**config.mk**
```make
export PLATFORM = sky130hd
export DESIGN_NAME = prog_loader_flat
export DESIGN_NICKNAME = d
export VERILOG_FILES = /design/src/rtl/prog_loader_if.sv /design/src/rtl/prog_loader.sv /design/src/flat_wrapper.sv
export SDC_FILE = /design/constraint.sdc
export NUM_CORES = 1
export LEC_CHECK = 0
export ABC_CLOCK_PERIOD_IN_PS = 4900
export CORE_AREA = 5 5 106 108
export DETAILED_ROUTE_END_ITERATION = 6
export DIE_AREA = 0 0 111 113
export GPL_TIMING_DRIVEN = 0
export PLACE_DENSITY_LB_ADDON = 0.25
export REMOVE_ABC_BUFFERS = 1
export SLEW_MARGIN = 20
export SYNTH_ARGS = -nofsm -noshare
export SYNTH_HDL_FRONTEND = slang
export SYNTH_SLANG_ARGS = --single-unit
```
**constraint.sdc**
```tcl
create_clock -name CLK -period 4.9 [get_ports CLK]
set_input_delay 0.49 -clock CLK [delete_from_list [all_inputs] [get_ports CLK]]
set_output_delay 0.49 -clock CLK [all_outputs]
set_load 0.02 [all_outputs]
```
**src/rtl/prog_loader_if.sv**
```systemverilog
// Byte-stream and instruction-memory write signals of the program loader.
// Byte handshake: a byte moves on a rising CLK edge where BYTE_VALID and BYTE_READY are both 1.
interface prog_loader_if;
    logic        LOAD_REQ;
    logic [7:0]  BYTE_IN;
    logic        BYTE_VALID;
    logic        BYTE_READY;
    logic        IM_WE;
    logic [15:0] IM_WADDR;
    logic [25:0] IM_WDATA;
    logic        CPU_START;
    logic        DONE;
    logic        ERR;
    logic [2:0]  DBG_STATE;

    modport master (
        output LOAD_REQ, BYTE_IN, BYTE_VALID,
        input  BYTE_READY, IM_WE, IM_WADDR, IM_WDATA, CPU_START, DONE, ERR, DBG_STATE
    );

    modport slave (
        input  LOAD_REQ, BYTE_IN, BYTE_VALID,
        output BYTE_READY, IM_WE, IM_WADDR, IM_WDATA, CPU_START, DONE, ERR, DBG_STATE
    );
endinterface

```
**src/rtl/prog_loader.sv**
```systemverilog
// Serial program loader: header word count, 26-bit big-endian words written to
// instruction memory, XOR checksum gate before releasing the CPU.
module prog_loader #(
    parameter int MAX_WORDS = 1024
) (
    input  logic         CLK,
    input  logic         RST_N,
    prog_loader_if.slave bus
);

    typedef enum logic [2:0] {
        IDLE, HDR_HI, HDR_LO, WORD, WRITE, CHK, DONE_S, ERR_S
    } state_t;

    localparam logic [16:0] MAX_N = 17'(MAX_WORDS);

    state_t      r_state;
    state_t      w_next;
    logic [7:0]  r_n_hi;
    logic [15:0] r_count;
    logic [15:0] r_idx;
    logic [17:0] r_word;
    logic [1:0]  r_bcnt;
    logic [7:0]  r_xor;
    logic [15:0] r_waddr;
    logic [25:0] r_wdata;

    logic        w_ready;
    logic        w_acc;
    logic        w_restart;
    logic [15:0] w_n;
    logic [15:0] w_idx_inc;

    assign w_ready   = (r_state == HDR_HI) || (r_state == HDR_LO) ||
                       (r_state == WORD)   || (r_state == CHK);
    assign w_acc     = bus.BYTE_VALID && w_ready;
    assign w_restart = bus.LOAD_REQ &&
                       ((r_state == IDLE) || (r_state == DONE_S) || (r_state == ERR_S));
    assign w_n       = {r_n_hi, bus.BYTE_IN};
    assign w_idx_inc = r_idx + 16'd1;

    always_ff @(posedge CLK or negedge RST_N) begin
        if (!RST_N) r_state <= IDLE;
        else        r_state <= w_next;
    end

    always_comb begin
        w_next = r_state;
        case (r_state)
            IDLE, DONE_S, ERR_S: if (bus.LOAD_REQ) w_next = HDR_HI;
            HDR_HI: if (w_acc) w_next = HDR_LO;
            HDR_LO: if (w_acc) begin
                if ({1'b0, w_n} > MAX_N) w_next = ERR_S;
                else if (w_n == 16'd0)   w_next = CHK;
                else                     w_next = WORD;
            end
            // Only bits [25:24] of a word may be set, so the leading byte must be 0..3.
            WORD: if (w_acc) begin
                if ((r_bcnt == 2'd0) && (bus.BYTE_IN[7:2] != 6'd0)) w_next = ERR_S;
                else if (r_bcnt == 2'd3)                             w_next = WRITE;
            end
            WRITE:  w_next = (w_idx_inc == r_count) ? CHK : WORD;
            CHK: if (w_acc) w_next = (bus.BYTE_IN == r_xor) ? DONE_S : ERR_S;
            default: w_next = IDLE;
        endcase
    end

    always_ff @(posedge CLK or negedge RST_N) begin
        if (!RST_N) begin
            r_n_hi  <= 8'd0;
            r_count <= 16'd0;
            r_idx   <= 16'd0;
            r_word  <= 18'd0;
            r_bcnt  <= 2'd0;
            r_xor   <= 8'd0;
            r_waddr <= 16'd0;
            r_wdata <= 26'd0;
        end else begin
            if (w_restart) begin
                r_idx  <= 16'd0;
                r_xor  <= 8'd0;
                r_bcnt <= 2'd0;
            end
            // The checksum byte itself is compared, not folded in.
            if (w_acc && (r_state != CHK)) r_xor <= r_xor ^ bus.BYTE_IN;
            if (w_acc && (r_state == HDR_HI)) r_n_hi <= bus.BYTE_IN;
            if (w_acc && (r_state == HDR_LO)) r_count <= w_n;
            if (w_acc && (r_state == WORD)) begin
                r_word <= {r_word[9:0], bus.BYTE_IN};
                r_bcnt <= r_bcnt + 2'd1;
                if (r_bcnt == 2'd3) begin
                    r_waddr <= r_idx;
                    r_wdata <= {r_word, bus.BYTE_IN};
                end
            end
            if (r_state == WRITE) r_idx <= w_idx_inc;
        end
    end

    assign bus.BYTE_READY = w_ready;
    assign bus.IM_WE      = (r_state == WRITE);
    assign bus.IM_WADDR   = r_waddr;
    assign bus.IM_WDATA   = r_wdata;
    assign bus.DONE       = (r_state == DONE_S);
    assign bus.ERR        = (r_state == ERR_S);
    assign bus.CPU_START  = (r_state == DONE_S);
    assign bus.DBG_STATE  = r_state;

endmodule

```
**src/flat_wrapper.sv**
```systemverilog
// flat-port wrapper written by rule: the top's interface ports become plain ports
module prog_loader_flat 
#(
    parameter int MAX_WORDS = 1024
)
  (CLK, RST_N, bus_LOAD_REQ, bus_BYTE_IN, bus_BYTE_VALID, bus_BYTE_READY, bus_IM_WE, bus_IM_WADDR, bus_IM_WDATA, bus_CPU_START, bus_DONE, bus_ERR, bus_DBG_STATE);
  prog_loader_if bus_i ();
  input  logic CLK;
  input  logic RST_N;
  input wire logic [$bits(bus_i.LOAD_REQ)-1:0] bus_LOAD_REQ;
  input wire logic [$bits(bus_i.BYTE_IN)-1:0] bus_BYTE_IN;
  input wire logic [$bits(bus_i.BYTE_VALID)-1:0] bus_BYTE_VALID;
  output wire logic [$bits(bus_i.BYTE_READY)-1:0] bus_BYTE_READY;
  output wire logic [$bits(bus_i.IM_WE)-1:0] bus_IM_WE;
  output wire logic [$bits(bus_i.IM_WADDR)-1:0] bus_IM_WADDR;
  output wire logic [$bits(bus_i.IM_WDATA)-1:0] bus_IM_WDATA;
  output wire logic [$bits(bus_i.CPU_START)-1:0] bus_CPU_START;
  output wire logic [$bits(bus_i.DONE)-1:0] bus_DONE;
  output wire logic [$bits(bus_i.ERR)-1:0] bus_ERR;
  output wire logic [$bits(bus_i.DBG_STATE)-1:0] bus_DBG_STATE;
  assign bus_i.LOAD_REQ = bus_LOAD_REQ;
  assign bus_i.BYTE_IN = bus_BYTE_IN;
  assign bus_i.BYTE_VALID = bus_BYTE_VALID;
  assign bus_BYTE_READY = bus_i.BYTE_READY;
  assign bus_IM_WE = bus_i.IM_WE;
  assign bus_IM_WADDR = bus_i.IM_WADDR;
  assign bus_IM_WDATA = bus_i.IM_WDATA;
  assign bus_CPU_START = bus_i.CPU_START;
  assign bus_DONE = bus_i.DONE;
  assign bus_ERR = bus_i.ERR;
  assign bus_DBG_STATE = bus_i.DBG_STATE;
  prog_loader #(.MAX_WORDS(MAX_WORDS)) u_core (.CLK(CLK), .RST_N(RST_N), .bus(bus_i));
endmodule
```
---- Word level (Yosys, flattened, before mapping) ----
Index checks and enable logic that the tools add are counted.
word-level totals
  register bits after elaboration ......... 113
  input port bits ......................... 12
  output and inout bits ................... 50
  logic and storage cells ................. 70
operators by class
  add/sub/neg operators ................... 2
  order comparisons ....................... 1
  eq/ne operators ......................... 17
  mux-type cells .......................... 18
  bitwise logic cells ..................... 1
  reductions and logical operators ........ 22
operators by type and width
  operator               count
  $mux 16                2
  $mux 3                 10
  $pmux 3 s6             1
  $add 16x1->16 const B  1
  $eq 16x16->1           1
  $gt 16x11->1 const B   1
  $logic_not 16->1       1
  $mux 8                 2
  $eq 3x3->1 const B     4
  $eq 8x8->1             1
  $ne 2x1->1 const B     4
  $xor 8x8->8            1
  $logic_and 1x1->1      7
  $eq 3x2->1 const B     2
  $ne 3x3->1 const B     2
  $reduce_and 6->1       1
  $reduce_bool 2->1      3
  $reduce_bool 6->1      1
  $logic_or 1x1->1       5
  $mux 2                 2
  $eq 3x1->1 const B     1
  $logic_not 3->1        1
  $reduce_or 3->1        1
  $add 2x1->2 const B    1
  5 further kinds        5

---- Depth between registers and ports, before layout ----
  word-level depth ........................ 7
  depth in mapped cells ................... 8
  depth with buffers taken out ............ 7

---- Least setup slack after synthesis ----
Ideal clock, no wire load.
  path kind ............................... register to register
  from .................................... register u_core.r_idx[0]
  to ...................................... register u_core.r_state[1], in the netlist u_core.bus.DBG_STATE[1]
  library setup time ...................... 0.121 ns
  data arrival time ....................... 1.926 ns
  required time ........................... 4.779 ns
  setup slack ............................. 2.852 ns
  cell stages (with the launch flop) ...... 8
  buffers on the path ..................... 1
  clock period less this slack ............ 2.048 ns
  cell sequence ........................... dfrtp_1 -> ha_1 -> clkbuf_1 -> a31oi_1 -> a2111o_1 -> a2111oi_4 -> nand4_1 -> nor2b_1
between the ends
  longest elaborated chain between the ends .. 4
RTL lines
  what                      line               text
  start: declaration        prog_loader.sv:21  logic [15:0] r_idx;
  start signal: assignment  prog_loader.sv:96  if (r_state == WRITE) r_idx <= w_idx_inc;
  $add 16x1->16             prog_loader.sv:40  assign w_idx_inc = r_idx + 16'd1;
  $eq 16x16->1              prog_loader.sv:62  WRITE: w_next = (w_idx_inc == r_count) ? CHK : WORD;
  $mux 3                    prog_loader.sv:62
  $pmux 3 s6                prog_loader.sv:49  case (r_state)
  end signal: assignment    prog_loader.sv:44  else r_state <= w_next;
  end: declaration          prog_loader.sv:17  state_t r_state;
Every way passes these cells.
A chain may end at the register's enable or synchronous reset.

---- Final worst setup path ----
  from .................................... register u_core.r_state[1], in the netlist u_core.bus.DBG_STATE[1]
  to ...................................... output bus_IM_WE
between the ends
  longest elaborated chain between the ends .. 1
RTL lines
  what              line                text
  $eq 3x3->1        prog_loader.sv:101  assign bus.IM_WE = (r_state == WRITE);
  end: declaration  flat_wrapper.sv:14  output wire logic [$bits(bus_i.IM_WE)-1:0] bus_IM_WE;
Every way passes these cells.

==> results.json <==
{
  "status": "completed",
  "rsz0062_at_grt": "no",
  "synth_top_area_share_pct": 51.69,
  "pwr-share-clk_pct": 31.7,
  "antenna_found_initial": 0,
  "grt_max_degree": 79,
  "hpwl_um": 7914,
  "final_cell_mix": "dfrtp_1 (113), nand2_1 (88), clkdlybuf4s50_1 (60)",
  "grt.total_usage_pct": 20.35,
  "yosys-top-cells-area": "dfrtp_1 (52%), mux2_1 (7.6%), nand2_1 (6.1%)",
  "ys_async_sr_fraction_pct": 100.0,
  "holdWs_ps": 441.6,
  "final_common_cell": "dfrtp_1",
  "syn_avg_cell_area_um2": 10.60,
  "numCtsBuffers": 17,
  "vias": 4056,
  "powerDensity_nw_per_um2": 556.1,
  "post_drt_wl_per_cell_um": 16.94,
  "max_freq_mhz": 285.0,
  "portBuffers": 61,
  "cp-end-kind": "primary output",
  "netlist_area_um2": 5470,
  "path_clk_slew_ps": 60,
  "power.total_mw": 3.749,
  "crit_fanout": 20,
  "clk_path_buf_depth": 2,
  "finalWirelength_um": 12060,
  "drive_gt1_share_pct": 13.72,
  "core.rowCount": 37,
  "max_slew_margin_pct": 39.81,
  "ir_drop_mv": 0.4074,
  "globalRouteOverflowTotal": 0,
  "p_comb_share_pct": 29.4,
  "finalCriticalPeriod_ps": 3509,
  "p_int_mw": 2.492,
  "setup_viol": 0,
  "die_h_um": 113,
  "cts_setup_buffers": 0,
  "ctsRootBufferMaster": "clkbuf_8",
  "final_util_pct": 66.49,
  "yosys_most_used_dff": "dfrtp_1",
  "fin_nets": 578,
  "cts_tree": "yes",
  "yosys_warnings": 0,
  "cts.sinks": 113,
  "post_cts_resized": 0,
  "grt_pass1_wl_um": 20290,
  "worstSetupStartpointType": "flop",
  "grt_pass1_vias": 4058,
  "cts.hold.buffers_added": 1,
  "antenna_left": 0,
  "clock_skew_ps": 6.943,
  "synth_seq_area_share_pct": 51.69,
  "core_region_area_um2": 10140,
  "path_class": "reg2out",
  "cts_htree_levels": 4,
  "worst_slew_pin_slew_ps": 901.9,
  "ys_ff_latch": 113,
  "p_sw_mw": 1.257,
  "drv_slew": 0,
  "drtIter0Drc": 260,
  "cp.required_ps": 4410,
  "switching_share_pct": 33.54,
  "timing.setup.tns_ps": 0,
  "synth-edff-count": 0,
  "leakage_nw": 3.148,
  "syn2layout_area_growth_pct": 23.24,
  "hold_violations": 0,
  "finalCritPeriodShare_pct": 71.61,
  "synth_largest_area_cell": "dfrtp_1",
  "clk_latency_ps": 530,
  "ys_types": 64,
  "antenna_cells": 0,
  "initial_utilization_pct": 53.96,
  "p_seq_share_pct": 38.9,
  "vias_per_cell": 5.697,
  "syn_inst": 516,
  "drtPass1Iterations": 4,
  "crit_arrival_ps": 3020,
  "die_area_um2": 12540,
  "drc_errors": 0,
  "hold_class": "in2async",
  "place.gp.congestion": 0.8662,
  "cap_viol_max_count": 0,
  "num_io_pins": 62,
  "die_w_um": 111
}
==> power groups by stage <==
| stage | clock, mW | combinational, mW | sequential (mW) |
|---|---|---|---|
| floorplan | 0 | 0.645 | 1.50 |
| global placement | 0 | 1.05 | 1.45 |
| detailed placement | 0 | 1.09 | 1.47 |
| CTS | 1.20 | 1.11 | 1.46 |
| global route | 1.25 | 1.21 | 1.50 |
| finish | 1.19 | 1.10 | 1.46 |
==> logic make-up after synthesis <==
logic type | count (synthesis) | synth area share, %
adder cells (fa/ha/maj) | 3 | 0.6863
XOR/XNOR | 27 | 4.323
AND/OR/NAND/NOR | 177 | 15.81
buffers and inverters | 44 | 3.522
AO/OA/AOI/OAI | 86 | 10.38
multiplexers | 66 | 13.59
flip-flops | 113 | 51.69
==> final timing paths <==
path                                                     start                                  to  slack, ps  cells after the start
max                        u_core.bus.DBG_STATE[1]$_DFFE_PN0P_                           bus_IM_WE       1390                      4
min reg2reg                      u_core.r_word[13]$_DFFE_PN0P_       u_core.r_word[13]$_DFFE_PN0P_        460                      2
min                                                      RST_N  u_core.bus.IM_WDATA[6]$_DFFE_PN0P_        440                      2
max in group asynchronous                                RST_N         u_core.r_idx[6]$_DFFE_PN0P_       3770                      3
min in group CLK                 u_core.r_word[13]$_DFFE_PN0P_       u_core.r_word[13]$_DFFE_PN0P_        460                      2
max reg2reg                u_core.bus.DBG_STATE[2]$_DFFE_PN0P_  u_core.bus.IM_WDATA[7]$_DFFE_PN0P_       1990                      5
==> flip-flops by register name (all words and copies together), names as in the netlist <==
register / count
u_core.r_xor: 8
u_core.r_word: 18
u_core.r_n_hi: 8
u_core.bus.IM_WDATA: 26
u_core.bus.IM_WADDR: 16
u_core.r_idx: 16
u_core.bus.DBG_STATE: 3
u_core.r_bcnt: 2
u_core.r_count: 16
==> synth_stat cells (all sizes together), types with 3 or more instances <==
library cell	number
inv	8
o31ai	4
nor3	11
dfrtp	113
clkbuf	22
nand4	10
nand3	10
a21oi	13
a31oi	3
xor2	16
nand2b	3
and2	3
nand2	89
buf	14
mux2	66
nor2b	3
a2111oi	3
ha	3
nor2	29
xnor2	11
nor4	6
a21o	8
o21ai	33
==> per-layer routing <==
metal	share of wire (%)	up-vias	wire length (um)	global-route usage [%]
li1	-	1897	-	-
met1	43	2031	5178	25.44
met2	50	108	6035	33.54
met3	5.3	20	635	6.845
met4	1.8	0	214	6.650
met5	0	-	0	0
==> layout make-up <==
cell class              count  area (um2)
well taps                 136       170.2
clock buffers              20       445.4
multi-input cells         359        2464
flip-flops and latches    113        2828
inverters                   8       30.03
repair buffers             64       669.4
clock inverters            12       135.1
fillers                   770        3397
==> metrics by stage <==
step | cells | worst slack [ps] | instance area [um2]
3_5_place_dp | 679 | 1762 | 6151
5_1_grt | 712 | 1221 | 6741
2_1_floorplan | 480 | 1652 | 5308
4_1_cts | 712 | 1371 | 6741
3_3_place_gp | 677 | -841.6 | 6088
6_report | 712 | 1391 | 6741
==> critical path, stage by stage (launching register included) <==
cell,delay [ps]
dfrtp_1,600
nor2_2,370
nand2_1,440
inv_2,400
clkdlybuf4s50_1,670
Note: power is estimated with default switching activity, not from simulation.
==> variant 1: new RTL, config.mk and constraints unchanged <==
Register the output `bus.ERR`; this adds one clock of latency there.
--- a/src/rtl/prog_loader.sv
+++ b/src/rtl/prog_loader.sv
@@ -103,5 +103,7 @@
     assign bus.IM_WDATA   = r_wdata;
     assign bus.DONE       = (r_state == DONE_S);
-    assign bus.ERR        = (r_state == ERR_S);
+    always_ff @(posedge CLK) begin
+        bus.ERR <= (r_state == ERR_S);
+    end
     assign bus.CPU_START  = (r_state == DONE_S);
     assign bus.DBG_STATE  = r_state;
Check against the original RTL: not equivalent (Yosys sat finds a counterexample within 4 cycles, from zero or initial values and one cycle with RST_N low).
==> variant 1 against the original RTL <==
Hold slack worse by 0.024 ns; design area hardly changed; worst setup slack better by 0.022 ns; critical path depth stayed put; first-iteration DRC count is 12% lower; clock power is 5% lower; routed wire length is 2.7% lower; power is 1.5% lower; critical endpoint unchanged; via count is 0.27% higher; synthesized area is 0.37% higher; sequential share of layout area is 0.31 points higher; sequential cell count is 1 higher.
==> variant 1: results (changes against the original RTL) <==
stage	metric	value	unit	change
run_status	status	finished, final reports clean		
timing	Fin. Hold Viols	0		unchanged
timing	Setup Skew	0.009128	ns	+0.002185 ns
cells_and_area	ant diodes	0		unchanged
synthesis	Adder-Cell Fraction of Synth Area	0.6837	%	-0.0025 points
synthesis	Primary FF master, synth	dfrtp_1		
routing	met2 wire len	5.811	mm	-3.7%
cts	cts bufs inserted	17		unchanged
synthesis	synth cell count leaders	113 x dfrtp_1, 89 x nand2_1, 37 x mux2_1		
synthesis	Compound-Gate Fraction of Synth Area	10.35	%	-0.038 points
power	Leak Pwr	0.003144	uW	-0.13%
synthesis	synth warn	0		unchanged
global_route	vias in the first global route	4316		+6.4%
routing	TritonRoute pass-1 iters	7		+3
power	sw frac	33.93	%	+0.39 points
cts	H-Tree Depth	4		unchanged
routing	Initial DRC Count	230		-12%
routing	WL final	11.74	mm	-2.7%
cells_and_area	nets@finish	579		+0.17%
critical_path	Critical R2R Launch	u_core.bus.DBG_STATE[2]$_DFFE_PN0P_		
timing	Worst slew margin	39.68	%	-0.13 points
hold_path	hold crit path type	in2async		
synthesis	sequential area share after synthesis	51.87	%	+0.18 points
placement	GP Congestion	0.8850		+2.2%
critical_path	worst setup path endpoint	bus_IM_WE		
cells_and_area	max FFs per register	26		unchanged
synthesis	post-synthesis async set-or-reset flop share	99.12	%	-0.88 points
cells_and_area	fill cell count	787		+2.2%
critical_path	R2R Path End	u_core.bus.IM_WDATA[15]$_DFFE_PN0P_		
global_route	first-pass GRT wire length	20.55	mm	+1.3%
timing	worst setup margin	1.414	ns	+0.02246 ns
critical_path	arrival time at the worst endpoint	3.00	ns	-0.02 ns
cells_and_area	layout cells sized above 1	13.86	%	+0.15 points
routing	Top Layer Used	met4		
routing	vias per cell	5.704		+0.13%
critical_path	largest fanout on the critical path	20		unchanged
critical_path	crit path launch	u_core.bus.DBG_STATE[1]$_DFFE_PN0P_		
placement	Post-DP HPWL	7.802	mm	-1.4%
power	VDD IR max	0.0003894	V	-4.4%
routing	Met3 Wirelength	516	um	-19%
synthesis	Synth area leaders	dfrtp_1 52%, mux2_1 7.6%, nand2_1 6.1%, mux2_2 5.9%, o21ai_0 2.6%		
cts	Skew-Pair Late Insertion Delay	0.52	ns	
cts	Root Buffer	clkbuf_8		
global_route	GRT Overall Usage	20.27	%	-0.085 points
synthesis	Synth Area in XOR/XNOR	4.307	%	-0.016 points
routing	M1 WL	5.125	mm	-1.0%
global_route	largest net degree at the start of global routing	85		+7.6%
critical_path	r2r setup slk	2.03	ns	+0.04 ns
placement	worst slack at placement	1.835	ns	+0.07371 ns
synthesis	mux contribution to synthesized area	13.54	%	-0.050 points
variant 1: cell count changes in the layout (fill, tap and decap cells not counted), sizes merged:
| cell | before | now |
|---|---|---|
| dfxtp | 0 | 1 |
| inv | 8 | 12 |
| clkbuf | 20 | 18 |
| clkinv | 6 | 4 |
| bufinv | 2 | 1 |
| clkinvlp | 4 | 5 |
variant 1: cells by family (layout without fill, tap and decap cells):
group	after synthesis	count (layout)
and+or+nand+nor	177	177
DFF	114	114
AOI/OAI and AO/OA	86	86
muxes	66	66
buffers and inverters	44	104
xor gates and xnor gates	27	27
adders and majority gates	3	3
variant 1: worst min-delay path by stage:
| stage | start | end | slack [ns] |
|---|---|---|---|
| 4_1_cts | RST_N | u_core.bus.IM_WDATA[1]$_DFFE_PN0P_ | 0.42 |
| 3_3_place_gp | u_core.r_word[14]$_DFFE_PN0P_ | u_core.r_word[14]$_DFFE_PN0P_ | 0.45 |
| 3_5_place_dp | RST_N | u_core.bus.IM_WDATA[24]$_DFFE_PN0P_ | 0.39 |
| 6_report | RST_N | u_core.bus.IM_WDATA[12]$_DFFE_PN0P_ | 0.42 |
| 2_1_floorplan | RST_N | u_core.bus.DBG_STATE[0]$_DFFE_PN0P_ | 0.19 |
| 5_1_grt | RST_N | u_core.r_word[4]$_DFFE_PN0P_ | 0.44 |
variant 1: power groups by stage:
stage               Combinational (uW)  Clock, uW  Sequential, uW
detailed placement                1090          0            1480
global route                      1200       1210            1510
finish                            1090       1130            1470
CTS                               1100       1150            1470
global placement                  1040          0            1460
floorplan                          637          0            1520
variant 1: metrics by stage:
stage	cell area, um^2	util (%)	TNS, ns	power, uW	cells
after CTS	6739	66.47	0	3727	713
after global placement	6108	60.25	-94.39	2506	678
after floorplan	5328	-	0	2154	481
after global routing	6739	66.47	0	3923	713
after detailed placement	6171	60.87	0	2574	680
final	6739	66.47	0	3694	713
variant 1: critical path: stages (launching register included):
cell	delay, ns
dfrtp_1	0.60
nor2_2	0.35
nand2_1	0.44
inv_2	0.40
clkdlybuf4s50_1	0.67
variant 1: repair_timing:
action | 4_1_cts | 5_1_grt
resized for setup | 0 | 0
hold buffers | 1 | 0
endpoints found under the hold margin | 29 | 0
variant 1: metal layers:
layer  global-route usage, %  vias to the layer above
met4                   8.949                        0
met3                   5.294                       27
li1                        -                     1901
met5                       0                        -
met2                   34.02                      107
met1                   24.81                     2032
variant 1: cell type report:
cell class,instances,share of cell area (%)
Inverter,8,0.4456
Timing Repair Buffer,64,9.933
Multi-Input combinational cell,359,36.56
Sequential cell,114,42.26
Clock inverter,14,1.931
Clock buffer,18,6.350
Tap cell,136,2.525
==> variant 2: new RTL, config.mk and constraints unchanged <==
Without the edit above. `MAX_WORDS` is set to 1024 in 2 places; all go to 768.
--- a/src/rtl/prog_loader.sv
+++ b/src/rtl/prog_loader.sv
@@ -2,5 +2,5 @@
 // instruction memory, XOR checksum gate before releasing the CPU.
 module prog_loader #(
-    parameter int MAX_WORDS = 1024
+    parameter int MAX_WORDS = 768
 ) (
     input  logic         CLK,
--- a/src/flat_wrapper.sv
+++ b/src/flat_wrapper.sv
@@ -2,5 +2,5 @@
 module prog_loader_flat 
 #(
-    parameter int MAX_WORDS = 1024
+    parameter int MAX_WORDS = 768
 )
   (CLK, RST_N, bus_LOAD_REQ, bus_BYTE_IN, bus_BYTE_VALID, bus_BYTE_READY, bus_IM_WE, bus_IM_WADDR, bus_IM_WDATA, bus_CPU_START, bus_DONE, bus_ERR, bus_DBG_STATE);
Check against the original RTL: not equivalent (a bounded check fails within 4 cycles, from zero or initial values and one cycle with RST_N low).
==> variant 2 against the original RTL <==
Utilization down 0.83 points; power up 6.5%; combinational power up 15%; sequential cell count unchanged; largest cell class unchanged; clock skew up 0.0025 ns; non-clock buffer count up 3; synthesized cell count down 9.9%; synthesized area down 2.4%; design area down 1.2%; routed wire length down 5.8%; via count down 4.7%; highest routed layer unchanged; worst setup slack worse by 0.19 ns.
==> variant 2: results (changes against the original RTL) <==
stage	metric	value	unit	change
critical_path	Critical R2R Launch	u_core.r_idx[0]$_DFFE_PN0P_		
global_route	largest net degree at the start of global routing	75		-5.1%
global_route	GRT Overall Usage	19.18	%	-1.2 points
critical_path	R2R Path End	u_core.bus.DBG_STATE[2]$_DFFE_PN0P_		
synthesis	synth cell count leaders	113 x dfrtp_1, 85 x mux2_2, 45 x o21ai_0		
cts	H-Tree Depth	4		unchanged
critical_path	largest fanout on the critical path	23		+15%
run_status	status	finished, final reports clean		
placement	GP Congestion	0.8729		+0.77%
synthesis	Synth area leaders	dfrtp_1 53%, mux2_2 18%, o21ai_0 4.2%, nand2_1 2.6%, xnor2_1 2.5%		
critical_path	r2r setup slk	2.15	ns	+0.16 ns
cts	post-cts resize count	0		unchanged
critical_path	Reg2Reg Depth	7		+2
synthesis	sequential area share after synthesis	52.96	%	+1.3 points
synthesis	post-synthesis async set-or-reset flop share	100.0	%	unchanged
timing	slew of the pin with the lowest slew margin	1.034	ns	+0.1322 ns
cells_and_area	fill cell count	761		-1.2%
routing	Initial DRC Count	256		-1.5%
global_route	vias in the first global route	3976		-2.0%
routing	WL final	11.36	mm	-5.8%
timing	Setup Skew	0.009414	ns	+0.002471 ns
power	VDD IR max	0.0003553	V	-13%
critical_path	arrival time at the worst endpoint	3.21	ns	+0.19 ns
synthesis	count of cell types in the netlist	51		-20%
cells_and_area	layout cells sized above 1	24.58	%	+11 points
global_route	initial antenna violation count	0		unchanged
routing	TritonRoute pass-1 iters	5		+1
placement	# port buffers	61		unchanged
cts	Skew-Pair Late Insertion Delay	0.52	ns	
power	Leak Pwr	0.002948	uW	-6.4%
placement	Post-DP HPWL	7.680	mm	-3.0%
cells_and_area	nets@finish	535		-7.4%
global_route	first-pass GRT wire length	19.55	mm	-3.6%
placement	Area after DPL	6066	um^2	-1.4%
routing	routed vias	3865		-4.7%
placement	worst slack at placement	1.794	ns	+0.03258 ns
-- variant 2: cell count changes in the layout (fill, tap and decap cells not counted), sizes merged, moves of 5 or more --
cell	delta
a21o	-8
a21oi	-5
inv	+6
mux2	+19
nand2	-52
nor2	-13
o21ai	+14
-- variant 2: stage by stage --
| step | std cells | hold slack, ns | util, % |
|---|---|---|---|
| finish | 669 | 0.4499 | 65.67 |
| global route | 669 | 0.4731 | 65.67 |
| CTS | 669 | 0.4487 | 65.67 |
| detailed placement | 636 | 0.4240 | 59.83 |
| global placement | 631 | 0.4844 | 59.05 |
| floorplan | 434 | 0.1944 | - |
-- variant 2: worst max path at each step --
stage	slack, ns	cells after the start	from	endpoint
floorplan	2.14	3	u_core.bus.DBG_STATE[2]$_DFFE_PN0P_	u_core.bus.IM_WADDR[0]$_DFFE_PN0P_
CTS	1.23	4	u_core.bus.DBG_STATE[1]$_DFFE_PN0P_	bus_IM_WE
finish	1.20	4	u_core.bus.DBG_STATE[1]$_DFFE_PN0P_	bus_IM_WE
global route	1.00	4	u_core.bus.DBG_STATE[1]$_DFFE_PN0P_	bus_IM_WE
global placement	-0.85	1	RST_N	u_core.bus.IM_WDATA[21]$_DFFE_PN0P_
detailed placement	1.79	4	u_core.bus.DBG_STATE[1]$_DFFE_PN0P_	bus_IM_WE
-- variant 2: logic make-up (layout without fill, tap and decap cells) --
| family | count (synthesis) | count (layout) | synth area share, % |
|---|---|---|---|
| flops | 113 | 113 | 52.96 |
| simple gates | 109 | 109 | 10.69 |
| mux | 89 | 89 | 18.68 |
| compound gates | 82 | 82 | 9.281 |
| buf+inv | 42 | 110 | 3.257 |
| xor+xnor | 27 | 27 | 4.429 |
| fa+ha+maj | 3 | 3 | 0.7031 |
-- variant 2: where the power goes --
| part | internal [uW] | switching, uW |
|---|---|---|
| logic | 656 | 617 |
| clock network | 742 | 451 |
| registers | 1260 | 262 |
| total | 2660 | 1330 |
-- variant 2: per-layer routing --
metal  vias up  track usage, %  share of wire (%)
li1       1788               -                  -
met1      1935           23.98                 42
met2       124           31.96                 50
met3        18           5.668                6.2
met4         0           6.732                1.6
met5         -               0                  0
-- variant 2: cell type report --
| cell class | instances | area [um^2] | share of cell area [%] |
|---|---|---|---|
| multi-input cells | 310 | 2342 | 35.18 |
| flip-flops and latches | 113 | 2828 | 42.47 |
| clock buffers | 18 | 427.9 | 6.427 |
| inverters | 11 | 41.29 | 0.6202 |
| well taps | 136 | 170.2 | 2.556 |
| clock inverters | 14 | 153.9 | 2.312 |
| repair buffers | 67 | 694.4 | 10.43 |
-- variant 2: critical path, stage by stage (launching register included) --
cell             delay (ns)
dfrtp_1                0.63
nor2_1                 0.18
nand2_1                0.68
clkinv_1               0.52
clkdlybuf4s50_1        0.67
